**src/rtl/mem_arbiter.sv**
```systemverilog
// Two-port memory arbiter: CPU data port and debug/loader port share one memory.
// CPU has priority; the debug port is guaranteed a slot after STARVE_LIMIT CPU grants.
module mem_arbiter #(
  parameter int STARVE_LIMIT = 4,
  parameter int TIMEOUT      = 16
) (
  input  logic        clk,
  input  logic        reset,
  input  logic        cpu_req,
  input  logic        cpu_we,
  input  logic [31:0] cpu_addr,
  input  logic [31:0] cpu_wdata,
  output logic [31:0] cpu_rdata,
  output logic        cpu_stall,
  input  logic        dbg_req,
  input  logic        dbg_we,
  input  logic [31:0] dbg_addr,
  input  logic [31:0] dbg_wdata,
  output logic [31:0] dbg_rdata,
  output logic        dbg_ack,
  output logic        mem_en,
  output logic        mem_we,
  output logic [31:0] mem_addr,
  output logic [31:0] mem_wdata,
  input  logic [31:0] mem_rdata,
  input  logic        mem_ready,
  output logic        err
);

  typedef enum logic [1:0] {IDLE, ACCESS, DONE} state_t;
  typedef enum logic {OWN_CPU, OWN_DBG} owner_t;

  localparam int SW = $clog2(STARVE_LIMIT + 1);
  localparam int WW = $clog2(TIMEOUT + 1);
  localparam logic [SW-1:0] STARVE_MAX = SW'(STARVE_LIMIT);
  localparam logic [WW-1:0] WAIT_LAST  = WW'(TIMEOUT - 1);

  state_t        r_state;
  owner_t        r_owner;
  logic          r_we;
  logic [31:0]   r_addr;
  logic [31:0]   r_wdata;
  logic [31:0]   r_cpu_rdata;
  logic [31:0]   r_dbg_rdata;
  logic [SW-1:0] r_starve_cnt;
  logic [WW-1:0] r_wait_cnt;
  logic          r_err;

  logic w_dbg_win;
  logic w_any_req;

  // Debug wins when alone, or when the CPU has used up its consecutive-grant budget.
  assign w_dbg_win = dbg_req && (!cpu_req || (r_starve_cnt == STARVE_MAX));
  assign w_any_req = cpu_req || dbg_req;

  // NOTE: every next-state term is a registered value or a continuous assign, so no
  // always_comb exists that could leave a signal unassigned and infer a latch.
  always_ff @(posedge clk or negedge reset) begin
    if (!reset) begin
      r_state      <= IDLE;
      r_owner      <= OWN_CPU;
      r_we         <= 1'b0;
      r_addr       <= '0;
      r_wdata      <= '0;
      r_cpu_rdata  <= '0;
      r_dbg_rdata  <= '0;
      r_starve_cnt <= '0;
      r_wait_cnt   <= '0;
      r_err        <= 1'b0;
    end else begin
      // NOTE: non-blocking assignments here; a later assignment in the case below
      // overrides this default clear within the same cycle.
      if (!dbg_req) r_starve_cnt <= '0;
      case (r_state)
        IDLE: begin
          if (w_any_req) begin
            r_state    <= ACCESS;
            r_wait_cnt <= '0;
            if (w_dbg_win) begin
              r_owner      <= OWN_DBG;
              r_we         <= dbg_we;
              r_addr       <= dbg_addr & ~32'h3;
              r_wdata      <= dbg_wdata;
              r_starve_cnt <= '0;
            end else begin
              r_owner <= OWN_CPU;
              r_we    <= cpu_we;
              r_addr  <= cpu_addr & ~32'h3;
              r_wdata <= cpu_wdata;
              if (dbg_req && (r_starve_cnt != STARVE_MAX))
                r_starve_cnt <= r_starve_cnt + SW'(1);
            end
          end
        end
        ACCESS: begin
          if (mem_ready) begin
            if (!r_we) begin
              if (r_owner == OWN_CPU) r_cpu_rdata <= mem_rdata;
              else                    r_dbg_rdata <= mem_rdata;
            end
            r_state <= DONE;
          end else if (r_wait_cnt == WAIT_LAST) begin
            // A hung memory returns zero to whoever was waiting and is flagged forever.
            r_err <= 1'b1;
            if (r_owner == OWN_CPU) r_cpu_rdata <= '0;
            else                    r_dbg_rdata <= '0;
            r_state <= DONE;
          end else begin
            r_wait_cnt <= r_wait_cnt + WW'(1);
          end
        end
        DONE:    r_state <= IDLE;
        default: r_state <= IDLE;
      endcase
    end
  end

  assign mem_en    = (r_state == ACCESS);
  assign mem_we    = (r_state == ACCESS) && r_we;
  assign mem_addr  = r_addr;
  assign mem_wdata = r_wdata;

  assign cpu_stall = cpu_req && !((r_state == DONE) && (r_owner == OWN_CPU));
  assign dbg_ack   = (r_state == DONE) && (r_owner == OWN_DBG);
  assign cpu_rdata = r_cpu_rdata;
  assign dbg_rdata = r_dbg_rdata;
  assign err       = r_err;

endmodule

```
**config.mk**
```make
export PLATFORM = sky130hd
export DESIGN_NAME = mem_arbiter
export DESIGN_NICKNAME = d
export VERILOG_FILES = /design/src/rtl/mem_arbiter.sv
export SDC_FILE = /design/constraint.sdc
export NUM_CORES = 1
export LEC_CHECK = 0
export BUFFER_PORTS_ARGS = -buffer_cell sky130_fd_sc_hd__buf_2
export CAP_MARGIN = 10
export CORE_ASPECT_RATIO = 0.8
export CORE_MARGIN = 3
export CORE_UTILIZATION = 30
export CTS_BUF_LIST = sky130_fd_sc_hd__clkbuf_16
export DETAILED_ROUTE_END_ITERATION = 8
export PLACE_DENSITY_LB_ADDON = 0.05
export RECOVER_POWER = 100
export SYNTH_ARGS = -nofsm -noshare
export SYNTH_HDL_FRONTEND = slang
export SYNTH_SLANG_ARGS = --single-unit
```
**constraint.sdc**
```tcl
create_clock -name clk -period 3.7 [get_ports clk]
set_clock_uncertainty 0.05 [all_clocks]
set_input_delay 0.185 -clock clk [delete_from_list [all_inputs] [get_ports clk]]
set_output_delay 0.185 -clock clk [all_outputs]
set_load 0.05 [all_outputs]
```
[After elaboration in Yosys (flattened, before gate mapping)]
Index checks and enable logic that the tools add are counted.
Storage, ports and cells
  output and inout port bits: 133
  register bits: 141
Operators by class
  equal/unequal tests: 10
  bitwise operators: 2
  muxes and demuxes: 27
  reductions and logical operators: 19
  add/sub/neg operators: 2
Operator list (count)
  $mux 32: 12
  $mux 3: 5
  $mux 5: 3
  $reduce_and 4->1: 3
  $pmux 5 s2: 1
  $ne 2x2->1 const B: 4
  $logic_and 1x1->1: 6
  $mux 2: 3
  $add 5x1->5 const B: 1
  $eq 5x4->1 const B: 1
  $pmux 2 s2: 1
  $reduce_and 2->1: 2
  $reduce_bool 2->1: 2
  $add 3x1->3 const B: 1
  $eq 3x3->1 const B: 1
  $ne 3x1->1 const B: 1
  $ne 3x3->1 const B: 1
  $reduce_and 3->1: 1
  $eq 2x1->1 const B: 1
  $eq 2x2->1 const B: 1
  $logic_not 1->1: 2
  $logic_not 2->1: 1
  $logic_or 1x1->1: 2
  $mux 1: 2
  $not 1->1: 2

[Longest topological paths before layout]
Gate-level depths: netlist (run 1).
  word-level depth: 6
  mapped depth: 7

[Worst setup path before layout (run 1)]
No wires, ideal clock.
  kind: register to register
  start: register r_wait_cnt[0]
  end: register r_dbg_rdata[2], in the netlist dbg_rdata[2]
  setup time: 0.125 ns
  arrival time: 1.814 ns
  slack: 1.711 ns
  stages on the path, launching flop included: 8
  cell sequence: dfrtp_1 -> ha_1 -> and3_1 -> ha_1 -> nand2b_4 -> a211oi_4 -> buf_6 -> mux2_2
On the way
  word-level cells in the longest chain between the ends: 3
Ends and longest elaborated chain
  from (decl): RTL line 46  | logic [WW-1:0] r_wait_cnt;
  from (signal assigned): RTL line 109  | r_wait_cnt <= r_wait_cnt + WW'(1);
  $eq 5x4->1: RTL line 102  | end else if (r_wait_cnt == WAIT_LAST) begin
  $reduce_bool 2->1 (no source line)
  $reduce_and 4->1 (no source line)
  to (signal assigned): RTL line 99  | else r_dbg_rdata <= mem_rdata;
  to (decl): RTL line 44  | logic [31:0] r_dbg_rdata;
No other way between the ends.
A chain may end at the register's enable or synchronous reset.

[Worst setup path in the final report (run 1)]
  start: register r_starve_cnt[0]
  end: register r_addr[14], in the netlist mem_addr[14]
On the way
  word-level cells in the longest chain between the ends: 4
Ends and longest elaborated chain
  from (decl): RTL line 45  | logic [SW-1:0] r_starve_cnt;
  from (signal assigned): RTL line 91  | r_starve_cnt <= r_starve_cnt + SW'(1);
  $eq 3x3->1: RTL line 53  | assign w_dbg_win = dbg_req && (!cpu_req || (r_starve_cnt == STARVE_MAX));
  $logic_or 1x1->1: RTL line 53
  $logic_and 1x1->1: RTL line 53
  $mux 32: RTL line 79  | if (w_dbg_win) begin
  to (signal assigned): RTL line 82  | r_addr <= dbg_addr & ~32'h3;
  to (signal assigned): RTL line 88  | r_addr <= cpu_addr & ~32'h3;
  to (decl): RTL line 41  | logic [31:0] r_addr;
No other way between the ends.

==> results of run 1 <==
-- how the worst max path moves through the flow --
stage / startpoint / to / slack [ns] / cells after the start
CTS: r_starve_cnt[0]$_DFF_PN0_ / mem_wdata[8]$_DFFE_PN0P_ / 0.92 / 7
detailed placement: r_wait_cnt[0]$_DFFE_PN0P_ / cpu_rdata[2]$_DFFE_PN0P_ / 1.39 / 7
floorplan: r_wait_cnt[0]$_DFFE_PN0P_ / dbg_rdata[2]$_DFFE_PN0P_ / 1.71 / 7
global placement: r_wait_cnt[0]$_DFFE_PN0P_ / dbg_rdata[2]$_DFFE_PN0P_ / 1.41 / 7
global route: r_starve_cnt[0]$_DFF_PN0_ / mem_wdata[17]$_DFFE_PN0P_ / 0.39 / 7
finish: r_starve_cnt[0]$_DFF_PN0_ / mem_addr[14]$_DFFE_PN0P_ / 0.66 / 7
-- flip-flops by register name (all words and copies together), names as in the netlist --
signal        cells
r_starve_cnt      3
r_state           2
cpu_rdata        32
r_owner           1
err               1
r_we              1
mem_addr         30
r_wait_cnt        5
mem_wdata        32
dbg_rdata        32
-- Yosys cell counts (2+ instances only) --
library cell and number:
a211oi_4 2, mux2_1 28, and2_1 33, clkbuf_1 10, o21a_1 63, nand2_1 4, nand2b_1 2, ha_1 4
inv_1 8, mux2_2 36, a221o_1 63, a21boi_0 2, o21ai_0 4, dfrtp_1 139, mux2i_1 3, or3_1 2
buf_2 14, and3_1 3, buf_6 13, nor2_1 4, buf_4 2, buf_1 2
-- power breakdown --
part	internal (W)	switching, W
logic	0.00165	0.00349
registers	0.00219	0.000376
clock network	0.00112	0.000639
total	0.00496	0.00450
-- metal layers --
| metal | GRT usage [%] | vias up | wire length [µm] |
|---|---|---|---|
| met2 | 30.5 | 205 | 9920 |
| met5 | 0 | - | 0 |
| met3 | 5.66 | 11 | 1340 |
| met4 | 5.04 | 0 | 215 |
| met1 | 19.8 | 2692 | 8020 |
| li1 | - | 2533 | - |
-- cells by family (layout without fill, tap and decap cells) --
family / Yosys count / after routing / share of synthesized area [%]
AO/OA/AOI/OAI: 141 / 141 / 19.9
flip-flops: 139 / 139 / 56.3
multiplexers: 67 / 67 / 12.1
AND/OR/NAND/NOR: 58 / 58 / 5.87
buffers and inverters: 49 / 468 / 4.96
adder cells (fa/ha/maj): 4 / 4 / 0.810
other: 1 / 3 / 0.0607
-- per-stage QoR --
step | instances | util (%) | hold WS, ns | total power (W) | cell area [µm²]
final | 1144 | 47.4 | 0.0476 | 0.00946 | 9490
after global routing | 1144 | 47.4 | 0.0198 | 0.00994 | 9490
after CTS | 1143 | 48.4 | 0.0224 | 0.00971 | 9680
after detailed placement | 986 | 39.0 | 0.246 | 0.00730 | 7810
after global placement | 986 | 39.0 | 0.236 | 0.00724 | 7810
after floorplan | 460 | - | -0.161 | 0.00614 | 6180
-- layout make-up --
class | instances | area (µm²) | share of cell area (%)
clock buffers | 17 | 425 | 4.48
inverters | 8 | 30.0 | 0.316
multi-input cells | 272 | 2400 | 25.3
diodes | 1 | 2.50 | 0.0264
flip-flops and latches | 139 | 3480 | 36.6
clock inverters | 13 | 179 | 1.88
repair buffers | 430 | 2650 | 27.9
well taps | 264 | 330 | 3.48
==> metrics, run 1 <==
Skew-Pair Late Insertion Delay=0.40 ns; first-pass GRT wire length=30400 µm; cell row count=46; worst reg2reg path endpoint=mem_addr[14]$_DFFE_PN0P_; initial core utilization=30.9%; Top Ports=300; Max Fanout on Critical Path=27; Hold Path End=r_starve_cnt[2]$_DFF_PN0_; critical path's slowest cell=and3_1; yosys warns=0; Die ar.=roughly 22000 µm²; post-route ant nets=0; postcts setup bufs=0; die width=166 µm; CP Buf/Inv Count=3; # hold bufs at CTS=127; async set-reset flop share out of synthesis=between 90% and 100%; Post-Syn Instances=around 460; Post-synth top flop=dfrtp_1; DRC viols=0; mean post-synth cell area=13.5 µm²; Post-CTS Resized=0; MaxCap Viol Count=1; unrepaired setup endpoints after global routing=false; initial drt markers=216; initial antenna violation count=1; crit path DAT=3.33 ns; clock sinks=139; Finish-stage setup viols=0; Setup TNS=0 ns; total CTS buffers=17; critical hold path startpoint=dbg_req; post-synthesis cell area=~6000 µm²; Worst setup EP type=register; layout cells sized above 1=27.5%; HPWL after DPL=13100 µm; Worst Reg-to-Reg Cells=7; worst hold stages=2; GRT overflow=0; Worst Setup Path Type=reg2reg; Hold WC Path Type=in2reg; Pre-antenna DRT Iters=5; status=finished with violations; setup slack, reg-to-reg=0.66 ns; count of cell types in the netlist=40; Seq/Total Area, Yosys=56.3%; minimum clock period=~3.0 ns; GPL Wtd Cong=0.731; commonest non-fill, non-tap cells in the layout=buf_2, dfrtp_1, clkbuf_1; DP Worst Slack=approximately 1.4 ns; Leakage=4.40 nW; Fin. Hold Viols=0; maximum vdd ir drop=0.442 mV; vias in the first global route=5762; CTS tree=built; count of flip-flops with a built-in enable after synthesis=0; pin count of the biggest net entering global routing=82; area grow syn2layout=53.6%; root buffer cell=clkbuf_16; Area contributors post-synth=dfrtp_1, a221o_1, o21a_1, mux2_2, mux2_1; cell chain of the critical path=inv_1, ha_1, nand3_1, and3_1, buf_4, a221o_1, dlygate4sd3_1; launching point of the worst reg2reg path=r_starve_cnt[0]$_DFF_PN0_; largest area contributor in the netlist=dfrtp_1; slowest stage delay, CP=0.98 ns; GRT Overall Usage=~17%; worst slew pin tran=1.99 ns; most common cell after layout, fill and taps aside=buf_2; nets=1039; Worst slew margin=-32.9%; Vias/cell=around 4.8; Max clock buf depth=2; CP top delay family=simple AND/OR/NAND/NOR gates; Routed WL=19500 µm; Tcrit/Tclk final=approximately 80%; failing checks=max-capacitance violations, max-slew violations; Pwr Density=996 nW/µm²; Clk pin slew, worst setup/hold paths=0.06 ns; Filler Cells Inserted=just under 2000; CP Launch Type=register; Max Freq=about 0.33 GHz; Worst EP required=3.99 ns; max-slew violation count=82; Final WS setup=0.661 ns; # port buffers=293; CTS H-tree lvls=4; Yosys reg bits=139; Via Count=5441; core area=20000 µm²; drt wl/cell=17.0 µm; Die Y=134 µm; top cell type's share of synthesized area=56.3%
Power figures use the tool's default switching activity.
==> run 2, diff against run 1 <==
==> constraint.sdc (replaced) <==
create_clock -name clk -period 3 [get_ports clk]
set_clock_uncertainty 0.05 [all_clocks]
set_input_delay 0.15 -clock clk [delete_from_list [all_inputs] [get_ports clk]]
set_output_delay 0.15 -clock clk [all_outputs]
set_load 0.05 [all_outputs]
==> run 2 against run 1 <==
The run still ends with max-capacitance violations, max-slew violations left. First-iteration DRC count decreased by 3.2%. Cell area increased by 0.12%. Maximum frequency increased by 13%. Final cell count increased by 0.52%. Sequential cell count unchanged. Utilization increased by 0.056 points. Die area unchanged. Via count increased by 0.62%. Largest cell class unchanged. Combinational power increased by 23%. Hold slack got worse by 0.013 ns.
==> metrics, run 2 (synthesized netlist as in run 1, its figures left out) <==
GPL Wtd Cong=0.745 (+2.0%); Min Hold Slack=0.0344 ns (-0.0132 ns); met3 WL=1210 µm (-9.7%); Top Ports=300 (unchanged); Max clock buf depth=2 (unchanged); Setup TNS=0 ns (unchanged); Worst Setup Path Type=reg2reg; clock sinks=139 (unchanged); Internal Power=0.00597 W (+20%); postcts setup bufs=0 (unchanged); Placed Area=7830 µm² (+0.29%); NetSw=0.00560 W (+24%); first-pass GRT wire length=31400 µm (+3.1%); most frequent cell on the critical path=ha_1; Pwr Density=1220 nW/µm² (+22%); Sw Ratio=48.4% (+0.81 points); Pre-antenna DRT Iters=4 (-1); Hold WC Path Type=in2reg; Final WS setup=0.304 ns (-0.357 ns); CP Buf/Inv Count=1 (-2); max-slew violation count=82 (unchanged); CP Launch Type=register; Clk pwr share=17.7% (-0.8 points); Worst setup EP type=register; critical path's slowest cell=clkbuf_2; die width=166 µm (unchanged); MaxCap Viol Count=1 (unchanged); root buffer cell=clkbuf_16; vias in the first global route=5949 (+3.2%); Finish-stage setup viols=0 (unchanged); # port buffers=293 (unchanged); status=finished with violations; Max Fanout on Critical Path=32 (+19%); slowest stage delay, CP=0.77 ns (-0.21 ns); failing checks=max-capacitance violations, max-slew violations; met2 WL=9720 µm (-2.0%); commonest non-fill, non-tap cells in the layout=buf_2, dfrtp_1, clkbuf_1; DR top layer=met4; most common cell after layout, fill and taps aside=buf_2; core area=20000 µm² (unchanged); layout cells sized above 1=27.9% (+0.38 points); Filler Cells Inserted=1920 (-0.10%); Vias/cell=4.76 (about the same); total CTS buffers=17 (unchanged); Routed WL=19600 µm (+0.62%); initial drt markers=209 (-3.2%); HPWL after DPL=13400 µm (+1.9%); Tcrit/Tclk final=89.9% (+7.7 points); Via Count=5475 (+0.62%); Leakage=4.41 nW (+0.18%); CTS H-tree lvls=4 (unchanged); Die ar.=22400 µm² (unchanged); DP Worst Slack=0.708 ns (-0.680 ns); area grow syn2layout=53.8%; Worst EP required=3.24 ns (-0.75 ns); wire length on met1=8230 µm (+2.7%); Comb pwr share=54.8% (+0.5 points); post-route ant nets=0 (unchanged); Flop pwr share=27.5% (+0.3 points); worst slew pin tran=2.14 ns (+0.146 ns); Skew-Pair Late Insertion Delay=0.41 ns (about the same); pin count of the biggest net entering global routing=83 (+1.2%); Worst slew margin=-42.7% (-9.8 points); maximum vdd ir drop=0.584 mV (+32%); GRT Overall Usage=17.5% (+0.36 points); GRT overflow=0 (unchanged); drt wl/cell=17.1 µm (about the same); cell chain of the critical path=ha_1, and3_1, ha_1, nand2b_1, a211oi_4, clkbuf_2, mux2_2; CP top delay family=buffers and inverters; initial antenna violation count=1 (unchanged); Fin. Hold Viols=0 (unchanged); initial core utilization=30.9% (unchanged); Clk pin slew, worst setup/hold paths=0.06 ns (about the same); cell row count=46 (unchanged); Die Y=134 µm (unchanged); nets=1043 (+0.38%); crit path DAT=2.93 ns (-0.40 ns); Max Freq=0.371 GHz (+13%); DRC viols=0 (unchanged); CTS tree=built; unrepaired setup endpoints after global routing=false; minimum clock period=2.70 ns (-0.343 ns); design area=9510 µm² (+0.12%); Final Power=0.0116 W (+22%)
-- run 2: cell types whose count changed in the layout (fill, tap and decap cells not counted), moves of 2 or more --
cell / previous run / this run
buf_4: 4 / 9
bufinv_16: 4 / 2
clkbuf_2: 5 / 3
inv_6: 0 / 2
-- run 2: worst min-delay path, delay by kind of cell --
kind	cells	cell delay, ns
muxes	1	0.12
and+or+nand+nor	1	0.12
buffers and inverters	1	0.07
-- run 2: layer usage --
metal / global-route usage (%) / vias to the layer above
li1: - / 2548
met1: 20.7 / 2696
met2: 29.9 / 206
met3: 5.42 / 25
met4: 6.69 / 0
met5: 0 / -
-- run 2: cell type report --
type / count / area [µm²] / area share (%)
antenna: 1 / 2.50 / 0.0263
inverter: 8 / 30.0 / 0.316
multi-input combinational: 272 / 2400 / 25.3
timing repair buffer: 434 / 2690 / 28.2
clock buffer: 17 / 425 / 4.48
sequential: 139 / 3480 / 36.6
tap: 264 / 330 / 3.48
clock inverter: 15 / 151 / 1.59
-- run 2: power by group through the flow --
stage	combinational (W)	sequential (W)	clock (W)
finish	0.00633	0.00318	0.00205
floorplan	0.00169	0.00589	0
CTS	0.00661	0.00316	0.00212
global route	0.00668	0.00329	0.00220
global placement	0.00581	0.00314	0
detailed placement	0.00588	0.00317	0
-- run 2: path summary, 6_finish.rpt --
check / depth (start not counted) / from / endpoint / slack (ns)
max reg2reg: 7 / r_wait_cnt[0]$_DFFE_PN0P_ / dbg_rdata[7]$_DFFE_PN0P_ / 0.30
min reg2reg: 1 / r_wait_cnt[3]$_DFFE_PN0P_ / r_wait_cnt[3]$_DFFE_PN0P_ / 0.42
max: 7 / r_wait_cnt[0]$_DFFE_PN0P_ / dbg_rdata[7]$_DFFE_PN0P_ / 0.30
min: 3 / mem_rdata[12] / dbg_rdata[12]$_DFFE_PN0P_ / 0.03
max in group asynchronous: 2 / reset / r_wait_cnt[3]$_DFFE_PN0P_ / 0.79
min in group asynchronous: 2 / reset / cpu_rdata[4]$_DFFE_PN0P_ / 0.84
-- run 2: repair_timing --
action                                  in CTS  in global routing
hold buffers                               128                  0
resized for setup                            0                  0
endpoints found under the setup margin       0                  0
endpoints found under the hold margin      146                  0
-- run 2: metrics by stage --
| stage | std cells | util, % |
|---|---|---|
| 2_1_floorplan | 460 | - |
| 3_3_place_gp | 989 | 39.1 |
| 3_5_place_dp | 989 | 39.1 |
| 4_1_cts | 1149 | 48.4 |
| 5_1_grt | 1150 | 47.5 |
| 6_report | 1150 | 47.5 |
==> run 3, diff against run 2 <==
--- a/config.mk
+++ b/config.mk
@@ -5,6 +5,7 @@
 export SDC_FILE = /design/constraint.sdc
 export NUM_CORES = 1
 export LEC_CHECK = 0
+export ABC_AREA = 1
 export BUFFER_PORTS_ARGS = -buffer_cell sky130_fd_sc_hd__buf_2
 export CAP_MARGIN = 10
 export CORE_ASPECT_RATIO = 0.8
@@ -14,6 +15,7 @@
 export DETAILED_ROUTE_END_ITERATION = 8
 export PLACE_DENSITY_LB_ADDON = 0.05
 export RECOVER_POWER = 100
+export SETUP_SLACK_MARGIN = 0.1
 export SYNTH_ARGS = -nofsm -noshare
 export SYNTH_HDL_FRONTEND = slang
 export SYNTH_SLANG_ARGS = --single-unit
==> run 3 against run 2 <==
Sequential share of layout area fell by 0.74 points. Critical path type unchanged. Hold slack improved by 0.097 ns. Wire length rose by 12%. Maximum frequency fell by 1.1%. The flow now finishes without violations. Via count rose by 19%. Largest power group unchanged. Area after synthesis fell by 0.75%. Sequential power fell by 2%. Setup slack got worse by 0.030 ns. Cell area rose by 2.1%. Largest cell class unchanged. Global-route usage rose by 2.0 points.
==> metrics, run 3 <==
Die ar.=22200 µm² (-0.72%); Max Freq=0.367 GHz (-1.1%); GPL Wtd Cong=0.739 (-0.77%); post-synthesis simple-gate area fraction=29.8% (+24 points); total CTS buffers=17 (unchanged); cell row count=46 (unchanged); Placed Area=7750 µm² (-1.1%); Post-Synth XOR/XNOR Area=0.143% (+0.14 points); layout cells sized above 1=19.1% (-8.8 points); Post-Synth Adder-Cell Area=0.816% (+0.0061 points); Tcrit/Tclk final=90.9% (+1.0 points); DRC viols=0 (unchanged); first-pass GRT wire length=35500 µm (+13%); Worst Reg-to-Reg Cells=6 (-1); unrepaired setup endpoints after global routing=false; async set-reset flop share out of synthesis=100% (unchanged); Post-Syn Instances=681 (+48%); slowest stage delay, CP=0.56 ns (-0.21 ns); area grow syn2layout=58.1%; Top Ports=300 (unchanged); met3 WL=1380 µm (+14%); met2 WL=10400 µm (+6.5%); critical path's slowest cell=dlygate4sd3_1; maximum vdd ir drop=0.603 mV (+3.2%); largest area contributor in the netlist=dfrtp_1; Seq/Total Area, Yosys=56.7% (+0.42 points); most instantiated cells after synthesis=nand2_1, dfrtp_1, nand3_1; Leakage=4.57 nW (+3.7%); most frequent cell after synthesis=nand2_1; initial antenna violation count=3 (+2); commonest non-fill, non-tap cells in the layout=nand2_1, buf_2, dlygate4sd3_1; nets=1275 (+22%); MaxCap Viol Count=0 (-1); post-synthesis compound-gate area fraction=6.55% (-13 points); Area contributors post-synth=dfrtp_1, nand3_1, nand2_1, nand4_1, o21ai_1; worst reg2reg path endpoint=mem_addr[28]$_DFFE_PN0P_; drt wl/cell=16.0 µm (-6.5%); worst slew pin tran=1.34 ns (-0.800 ns); Setup TNS=0 ns (unchanged); CTS H-tree lvls=4 (unchanged); crit path DAT=2.97 ns (+0.04 ns); status=completed; die width=166 µm (-0.36%); postcts setup bufs=0 (unchanged); Worst slew margin=10.6% (+53 points); yosys warns=0 (unchanged); HPWL after DPL=13900 µm (+4.1%); design area=9700 µm² (+2.1%); CTS tree=built; critical hold path startpoint=cpu_req; # hold bufs at CTS=159 (+24%); Via Count=6507 (+19%); mux cell area share after synthesis=0% (-12 points); Vias/cell=4.70 (-1.2%); Worst EP required=3.24 ns (about the same); Die Y=134 µm (-0.36%); CP Launch Type=register; Pre-antenna DRT Iters=4 (unchanged); Clk pin slew, worst setup/hold paths=0.06 ns (about the same); DR top layer=met4; minimum clock period=2.73 ns (+0.0302 ns); largest family of logic cells by synthesized area=simple AND/OR/NAND/NOR gates; initial drt markers=420 (+100%); launching point of the worst reg2reg path=r_state[1]$_DFFE_PN0P_; GRT overflow=0 (unchanged); worst hold stages=3 (unchanged); Finish-stage setup viols=0 (unchanged); top cell type's share of synthesized area=56.7% (+0.42 points); # port buffers=293 (unchanged); Max Fanout on Critical Path=53 (+66%); vias in the first global route=6746 (+13%); Routed WL=22100 µm (+12%); Post-synth top flop=dfrtp_1; mean post-synth cell area=9.01 µm² (-33%); most common cell after layout, fill and taps aside=nand2_1; Hold WC Path Type=in2reg; Max clock buf depth=2 (unchanged); Fin. Hold Viols=0 (unchanged); Yosys reg bits=139 (unchanged); setup slack, reg-to-reg=0.27 ns (-0.03 ns); initial core utilization=30.7% (-0.14 points); post-route ant nets=0 (unchanged); Pwr Density=1150 nW/µm² (-5.2%); max-slew violation count=0 (-100%); clock sinks=139 (unchanged); count of cell types in the netlist=27 (-33%); Skew-Pair Late Insertion Delay=0.41 ns (about the same); Worst Setup Path Type=reg2reg; Post-CTS Resized=0 (unchanged); Core Util, Final=48.6% (+1.1 points); wire length on met1=9910 µm (+20%); core area=20000 µm² (-0.29%); cell chain of the critical path=nor2_4, o21ai_4, clkbuf_4, nand2_1, nand3_1, dlygate4sd3_1; pin count of the biggest net entering global routing=65 (-22%); post-synthesis cell area=6130 µm² (-0.75%); Hold Path End=r_starve_cnt[1]$_DFF_PN0_; Worst setup EP type=register; GRT Overall Usage=19.5% (+2.0 points); count of flip-flops with a built-in enable after synthesis=0 (unchanged); root buffer cell=clkbuf_16
[run 3: cell types whose count changed after synthesis, sizes merged, moves of 33 or more]
| cell | change |
|---|---|
| and2 | -33 |
| a221o | -63 |
| o21ai | +67 |
| nand4 | +63 |
| o21a | -63 |
| mux2 | -64 |
| nand2 | +172 |
| nand3 | +131 |
[run 3: logic make-up after synthesis]
group                    Yosys count
flip-flops                       139
buffers and inverters             72
other                              1
AO/OA/AOI/OAI                     78
XOR/XNOR                           1
adder cells (fa/ha/maj)            4
AND/OR/NAND/NOR                  386
[run 3: final cells by class]
type / count / area (µm²)
sequential: 139 / 3480
clock buffer: 17 / 425
fill: 2032 / 10300
timing repair buffer: 461 / 2980
tap: 264 / 330
inverter: 14 / 52.6
multi-input combinational: 471 / 2300
antenna: 3 / 7.51
clock inverter: 14 / 124
[run 3: per-stage QoR]
| step | instances | total power (W) | hold WS [ns] | setup slack [ns] |
|---|---|---|---|---|
| 6_report | 1383 | 0.0112 | 0.131 | 0.274 |
| 5_1_grt | 1383 | 0.0118 | 0.114 | 0.112 |
| 4_1_cts | 1380 | 0.0115 | 0.108 | 0.405 |
| 3_5_place_dp | 1190 | 0.00869 | 0.0933 | 0.927 |
| 3_3_place_gp | 1190 | 0.00870 | 0.0929 | 0.937 |
| 2_1_floorplan | 682 | 0.00725 | -0.196 | 1.18 |
[run 3: worst max-delay path by stage]
| stage | start | end | slack, ns | cells after the start |
|---|---|---|---|---|
| 6_report | r_state[1]$_DFFE_PN0P_ | mem_addr[28]$_DFFE_PN0P_ | 0.27 | 6 |
| 3_3_place_gp | r_wait_cnt[0]$_DFFE_PN0P_ | cpu_rdata[30]$_DFFE_PN0P_ | 0.94 | 9 |
| 5_1_grt | r_state[1]$_DFFE_PN0P_ | mem_addr[6]$_DFFE_PN0P_ | 0.11 | 6 |
| 2_1_floorplan | r_state[0]$_DFFE_PN0P_ | r_wait_cnt[4]$_DFFE_PN0P_ | 1.18 | 5 |
| 3_5_place_dp | r_wait_cnt[0]$_DFFE_PN0P_ | dbg_rdata[0]$_DFFE_PN0P_ | 0.93 | 9 |
| 4_1_cts | r_state[0]$_DFFE_PN0P_ | mem_wdata[22]$_DFFE_PN0P_ | 0.41 | 7 |
[run 3: where the power goes]
group          internal, W  switching, W
logic              0.00162       0.00447
registers          0.00267      0.000458
clock network      0.00114      0.000834
[run 3: per-layer routing]
layer  vias to the layer above  global-route usage (%)
met2                       201                    32.5
li1                       3199                       -
met3                        27                    5.27
met1                      3080                    25.1
met4                         0                    5.87
met5                         -                       0
[run 3: critical path: cells and delay by family, from the launching register on]
family / cells / cell delay (ns)
AO/OA/AOI/OAI: 1 / 0.28
buffers and inverters: 2 / 1.05
AND/OR/NAND/NOR: 3 / 0.76
flip-flops: 1 / 0.42
